File: config.mk
export PLATFORM = sky130hd
export DESIGN_NAME = fp_mul_scheduler
export DESIGN_NICKNAME = d
export VERILOG_FILES = /design/src/rtl/fp_mul_scheduler.sv
export SDC_FILE = /design/constraint.sdc
export NUM_CORES = 1
export LEC_CHECK = 0
export ABC_AREA = 1
export CAP_MARGIN = 20
export CORE_AREA = 2 2 155 157
export CTS_CLUSTER_SIZE = 40
export DETAILED_ROUTE_END_ITERATION = 8
export DIE_AREA = 0 0 157 159
export PLACE_DENSITY = 0.69
export SKIP_LAST_GASP = 1
export SLEW_MARGIN = 40
export SYNTH_ARGS = -nofsm -noshare
export SYNTH_HDL_FRONTEND = slang
export SYNTH_SLANG_ARGS = --single-unit
File: constraint.sdc
create_clock -name clk -period 9.1 [get_ports clk]
set_input_delay 1.82 -clock clk [delete_from_list [all_inputs] [get_ports clk]]
set_output_delay 1.82 -clock clk [all_outputs]
set_load 0.02 [all_outputs]
File: src/rtl/fp_mul_scheduler.sv
// fp_mul_scheduler
//   Shares one external IEEE 754 single-precision multiplier among NUM_REQ
//   requesters. A round-robin arbiter grants one request at a time. The
//   granted operands are registered onto mul_a/mul_b and held for
//   MUL_LATENCY cycles. The product is then registered and offered on a
//   single tagged response channel.
//
// Parameters:
//   NUM_REQ      number of requesters (2..8)
//   MUL_LATENCY  cycles from stable mul_a/mul_b to a valid mul_result (1..8)
//
// Ports:
//   clk, rst         rising-edge clock; asynchronous active-high reset
//   req_valid/ready  per-requester handshake; req_ready is one-hot
//   req_a, req_b     packed operands, requester i at [32*i+31:32*i]
//   mul_a, mul_b     operands to the shared multiplier (registered)
//   mul_result       product returned by the shared multiplier
//   resp_valid/ready response handshake
//   resp_data        registered product
//   resp_id          index of the requester that owns resp_data
//   busy             high in any state except IDLE
//
// Optional feature (macro FP_MUL_SPECIAL_EN):
//   The operands are classified at grant time. Zero, Inf and NaN cases force
//   a fixed result. EXEC still runs for MUL_LATENCY cycles, so the latency
//   does not change.
module fp_mul_scheduler #(
  parameter int NUM_REQ     = 4,
  parameter int MUL_LATENCY = 1,
  localparam int ID_W       = $clog2(NUM_REQ)
) (
  input  logic                   clk,
  input  logic                   rst,
  input  logic [NUM_REQ-1:0]     req_valid,
  output logic [NUM_REQ-1:0]     req_ready,
  input  logic [NUM_REQ*32-1:0]  req_a,
  input  logic [NUM_REQ*32-1:0]  req_b,
  output logic [31:0]            mul_a,
  output logic [31:0]            mul_b,
  input  logic [31:0]            mul_result,
  output logic                   resp_valid,
  input  logic                   resp_ready,
  output logic [31:0]            resp_data,
  output logic [ID_W-1:0]        resp_id,
  output logic                   busy
);

  typedef enum logic [1:0] {IDLE, EXEC, RESP} state_t;

  state_t          state, state_next;
  logic [ID_W-1:0] last_grant;
  logic [ID_W-1:0] grant_idx;
  logic [ID_W-1:0] scan_idx;
  logic            grant_found;
  logic [3:0]      cnt;
  logic [31:0]     sel_a, sel_b;

  // Round-robin search. Start one past last_grant and wrap at NUM_REQ,
  // so the most recently served requester is considered last.
  always_comb begin
    grant_found = 1'b0;
    grant_idx   = '0;
    scan_idx    = last_grant;
    for (int k = 0; k < NUM_REQ; k++) begin
      scan_idx = (scan_idx == ID_W'(NUM_REQ - 1)) ? '0 : scan_idx + 1'b1;
      if (!grant_found && req_valid[scan_idx]) begin
        grant_found = 1'b1;
        grant_idx   = scan_idx;
      end
    end
  end

  // Operand mux for the winning requester
  always_comb begin
    sel_a = '0;
    sel_b = '0;
    for (int i = 0; i < NUM_REQ; i++) begin
      if (grant_idx == ID_W'(i)) begin
        sel_a = req_a[32*i +: 32];
        sel_b = req_b[32*i +: 32];
      end
    end
  end

`ifdef FP_MUL_SPECIAL_EN
  logic        a_zero, a_inf, a_nan, b_zero, b_inf, b_nan, spec_sign;
  logic        spec_hit, spec_hit_q;
  logic [31:0] spec_val, spec_val_q;

  // Exponent 0 is treated as zero, so denormals flush to zero.
  // Exponent 255 is Inf when the mantissa is zero and NaN otherwise.
  assign a_zero    = (sel_a[30:23] == 8'h00);
  assign b_zero    = (sel_b[30:23] == 8'h00);
  assign a_inf     = (sel_a[30:23] == 8'hFF) && (sel_a[22:0] == 23'h0);
  assign b_inf     = (sel_b[30:23] == 8'hFF) && (sel_b[22:0] == 23'h0);
  assign a_nan     = (sel_a[30:23] == 8'hFF) && (sel_a[22:0] != 23'h0);
  assign b_nan     = (sel_b[30:23] == 8'hFF) && (sel_b[22:0] != 23'h0);
  assign spec_sign = sel_a[31] ^ sel_b[31];

  always_comb begin
    spec_hit = 1'b0;
    spec_val = '0;
    if (a_nan || b_nan || (a_zero && b_inf) || (b_zero && a_inf)) begin
      spec_hit = 1'b1;
      spec_val = 32'h7FC0_0000;
    end else if (a_inf || b_inf) begin
      spec_hit = 1'b1;
      spec_val = {spec_sign, 8'hFF, 23'h0};
    end else if (a_zero || b_zero) begin
      spec_hit = 1'b1;
      spec_val = {spec_sign, 31'h0};
    end
  end
`endif

  always_ff @(posedge clk or posedge rst) begin
    if (rst) state <= IDLE;
    else     state <= state_next;
  end

  always_comb begin
    state_next = state;
    case (state)
      IDLE:    if (grant_found)  state_next = EXEC;
      EXEC:    if (cnt == 4'd1)  state_next = RESP;
      RESP:    if (resp_ready)   state_next = IDLE;
      default: state_next = IDLE;
    endcase
  end

  // rst also gates req_ready, so no grant shows while reset is asserted
  always_comb begin
    req_ready = '0;
    if (state == IDLE && grant_found && !rst) req_ready[grant_idx] = 1'b1;
    resp_valid = (state == RESP);
    busy       = (state != IDLE);
  end

  // Datapath registers. The operands stay on mul_a/mul_b for all of EXEC.
  // The result is captured on the last EXEC cycle.
  always_ff @(posedge clk or posedge rst) begin
    if (rst) begin
      mul_a      <= '0;
      mul_b      <= '0;
      resp_data  <= '0;
      resp_id    <= '0;
      last_grant <= ID_W'(NUM_REQ - 1);
      cnt        <= '0;
`ifdef FP_MUL_SPECIAL_EN
      spec_hit_q <= 1'b0;
      spec_val_q <= '0;
`endif
    end else begin
      case (state)
        IDLE: begin
          if (grant_found) begin
            mul_a      <= sel_a;
            mul_b      <= sel_b;
            resp_id    <= grant_idx;
            last_grant <= grant_idx;
            cnt        <= 4'(MUL_LATENCY);
`ifdef FP_MUL_SPECIAL_EN
            spec_hit_q <= spec_hit;
            spec_val_q <= spec_val;
`endif
          end
        end
        EXEC: begin
          cnt <= cnt - 4'd1;
          if (cnt == 4'd1) begin
`ifdef FP_MUL_SPECIAL_EN
            resp_data <= spec_hit_q ? spec_val_q : mul_result;
`else
            resp_data <= mul_result;
`endif
          end
        end
        default: ;
      endcase
    end
  end

endmodule

==> metrics <==
run status finished clean; DPL Wire Length 19300 um; synthesized instance count 950; DRC violations left 0; register area share after synthesis 0.405; root buf cell clkbuf_16; Setup Buffers After CTS 0; number of buffers added on ports 398; non-filler cells in the finished layout 1641; crit end category output port; prevailing post-synth register cell dfrtp_1; vias in the first global route 7091; placer congestion estimate 0.892; Synth Cell Area 6560 sq um; register share of total power 0.174; Worst Path Max Fanout 72; slew margin rel. 0.463; Startpoint Class primary input; Hold Crit Class reg2reg; Clock Tree Buf Depth 2; Period minus WS final 6.56 ns; Pre-Repair DR Iteration Count 5; TritonCTS clock tree done; Post-synth ARST share 1.00; H-tree depth 3; most frequent cell after synthesis nand2_1; Setup TNS Final 0 ns; initial antenna violation count 2; FF+latch count, synth 106; Clk pwr share 0.080; CTS Hold Bufs 0; die height 159 um; average routed wire per standard cell 15.5 um; post-synthesis adder-cell area fraction 0.00572; Post-Place Cells 1624; post-synthesis mux area share 0.0549; Die X-Extent 157 um; cts bufs inserted 9; Initial Util 0.283; Tcrit/Tclk final 0.721; CTS sink cnt 106; Vias/cell 4.52; Clk pin slew, worst setup/hold paths 0.08 ns; post-synthesis cell type count 33; Avg Synthesized Cell Area 6.91 sq um; VDD IR max 273 uV; DRT Wirelength 25400 um; Max Cap Viol 0; total grt overflow 0; clk_lat worst skew 0.35 ns; switching share of power 0.534; Post-Synth XOR/XNOR Area 0.00267; die area 25000 sq um; Crit Path Class in2out; GRT Resource Usage Total 0.199; EDFF count, synth 0; Post-CTS Resized 0; fin nets 1614; internal power 2.31 mW; share of layout cells above drive strength 1 0.0613; slew of the pin with the lowest slew margin 0.806 ns; RSZ-0062 raised after global routing false; synth cell count leaders nand2_1, inv_1, dfrtp_1, o21ai_0, nand3_1; max-slew violations 0; Core ar. 23200 sq um; Final Hold Fails 0; synth top area cells dfrtp_1, nand2_1, inv_1, o21ai_0, nand3_1; combinational power share 0.746; syn_nets 1248; largest family of logic cells by synthesized area simple AND/OR/NAND/NOR gates; Psw 2.64 mW; Synth Warn # 0; compound-cell area share of the yosys netlist 0.103; 1st-iter DRT viols 365; WP data required 7.28 ns; pin count of the biggest net entering global routing 89; Leak 5.31 nW; Routed Antenna Nets 0; top cell type's share of synthesized area 0.397; first-pass GRT wire length 38400 um; post-synthesis simple-gate area fraction 0.309; crit path DAT 4.74 ns; Fmax 152 MHz; clk_skew 0.0122 ns; pwr dens 445 nW/um^2; # setup viols final 0; vias 7419; Yosys top cell by area dfrtp_1; row cnt 56; Synth-to-Final Area Change 69.5%; I/O Pins 399
==> power groups by stage <==
| stage | Sequential [mW] | Clock, mW | Combinational, mW |
|---|---|---|---|
| 6_report | 0.862 | 0.394 | 3.70 |
| 2_1_floorplan | 1.12 | 0 | 2.17 |
| 3_3_place_gp | 0.862 | 0 | 3.59 |
| 5_1_grt | 0.892 | 0.426 | 4.14 |
| 3_5_place_dp | 0.869 | 0 | 3.73 |
| 4_1_cts | 0.863 | 0.410 | 3.74 |
==> per-layer routing <==
metal | track usage | wire length [um]
met2 | 0.346 | 12300
met3 | 0.0460 | 2030
met4 | 0.0730 | 757
met5 | 0 | 11
met1 | 0.237 | 10300
==> placed cells by master, fill, tap and decap left out, types with 3 or more instances in the layout <==
cell,count
a21oi_1,19
o21ai_1,10
dfrtp_1,104
clkdlybuf4s50_1,398
nand4_1,14
buf_4,7
nand2_2,3
clkbuf_16,9
ha_1,3
mux2_2,32
nand3_1,86
inv_2,4
nor3_1,3
inv_1,131
o21ai_0,99
inv_4,3
nand2_1,329
nor2_4,4
nor2_1,39
==> logic make-up (layout without fill, tap and decap cells) <==
group                      after synthesis  after routing
and+or+nand+nor                        483            483
buffers and inverters                  192            563
AOI/OAI and AO/OA                      132            132
DFF                                    106            106
muxes                                   32             32
adders and majority gates                3              3
xor gates and xnor gates                 2              2
other                                    0              1
==> worst paths after layout <==
| kind | start | endpoint | slack (ns) | cells past startpoint |
|---|---|---|---|---|
| setup / recovery | req_valid[0] | req_ready[0] | 2.54 | 12 |
| hold / removal | last_grant[1] | last_grant[1] | 0.48 | 2 |
| setup reg to reg | last_grant[0] | mul_b[19] | 5.28 | 16 |
| max in group asynchronous | rst | resp_data[4] | 5.93 | 4 |
| min in group asynchronous | rst | mul_b[29] | 2.01 | 3 |
| hold reg to reg | last_grant[1] | last_grant[1] | 0.48 | 2 |
==> state kept, by name, indices dropped and copies added, names as in the netlist <==
signal,count
mul_a,32
mul_b,32
resp_data,32
cnt,4
last_grant,2
resp_id,2
state,2
==> worst max-delay path, stage by stage <==
cell and delay [ns]:
clkdlybuf4s50_1 0.50, nand2_1 0.06, nand2_1 0.11, nand2_1 0.08, nand2_1 0.12, inv_2 0.08
nand3_1 0.08, nand2_1 0.08, nor2_4 0.30, nand2_4 0.47, nor3_1 0.35, clkdlybuf4s50_1 0.66
==> cell type report <==
cell class	instances	area, sq um
Antenna cell	1	2.50
Clock buffer	9	225
Clock inverter	7	70.1
Fill cell	2316	12100
Inverter	138	526
Multi-Input combinational cell	652	3130
Sequential cell	106	2660
Tap cell	319	399
Timing Repair Buffer	409	4110
==> metrics by stage <==
step	setup slack [ns]	util	hold WS, ns	area (sq um)	power, mW
global placement	2.63	0.464	0.456	10800	4.45
floorplan	2.31	-	0.446	6560	3.29
global route	2.26	0.479	0.498	11100	5.45
finish	2.54	0.479	0.476	11100	4.95
CTS	2.53	0.479	0.477	11100	5.01
detailed placement	2.53	0.466	0.457	10800	4.60
No activity file was read; power rests on OpenSTA's default activity.
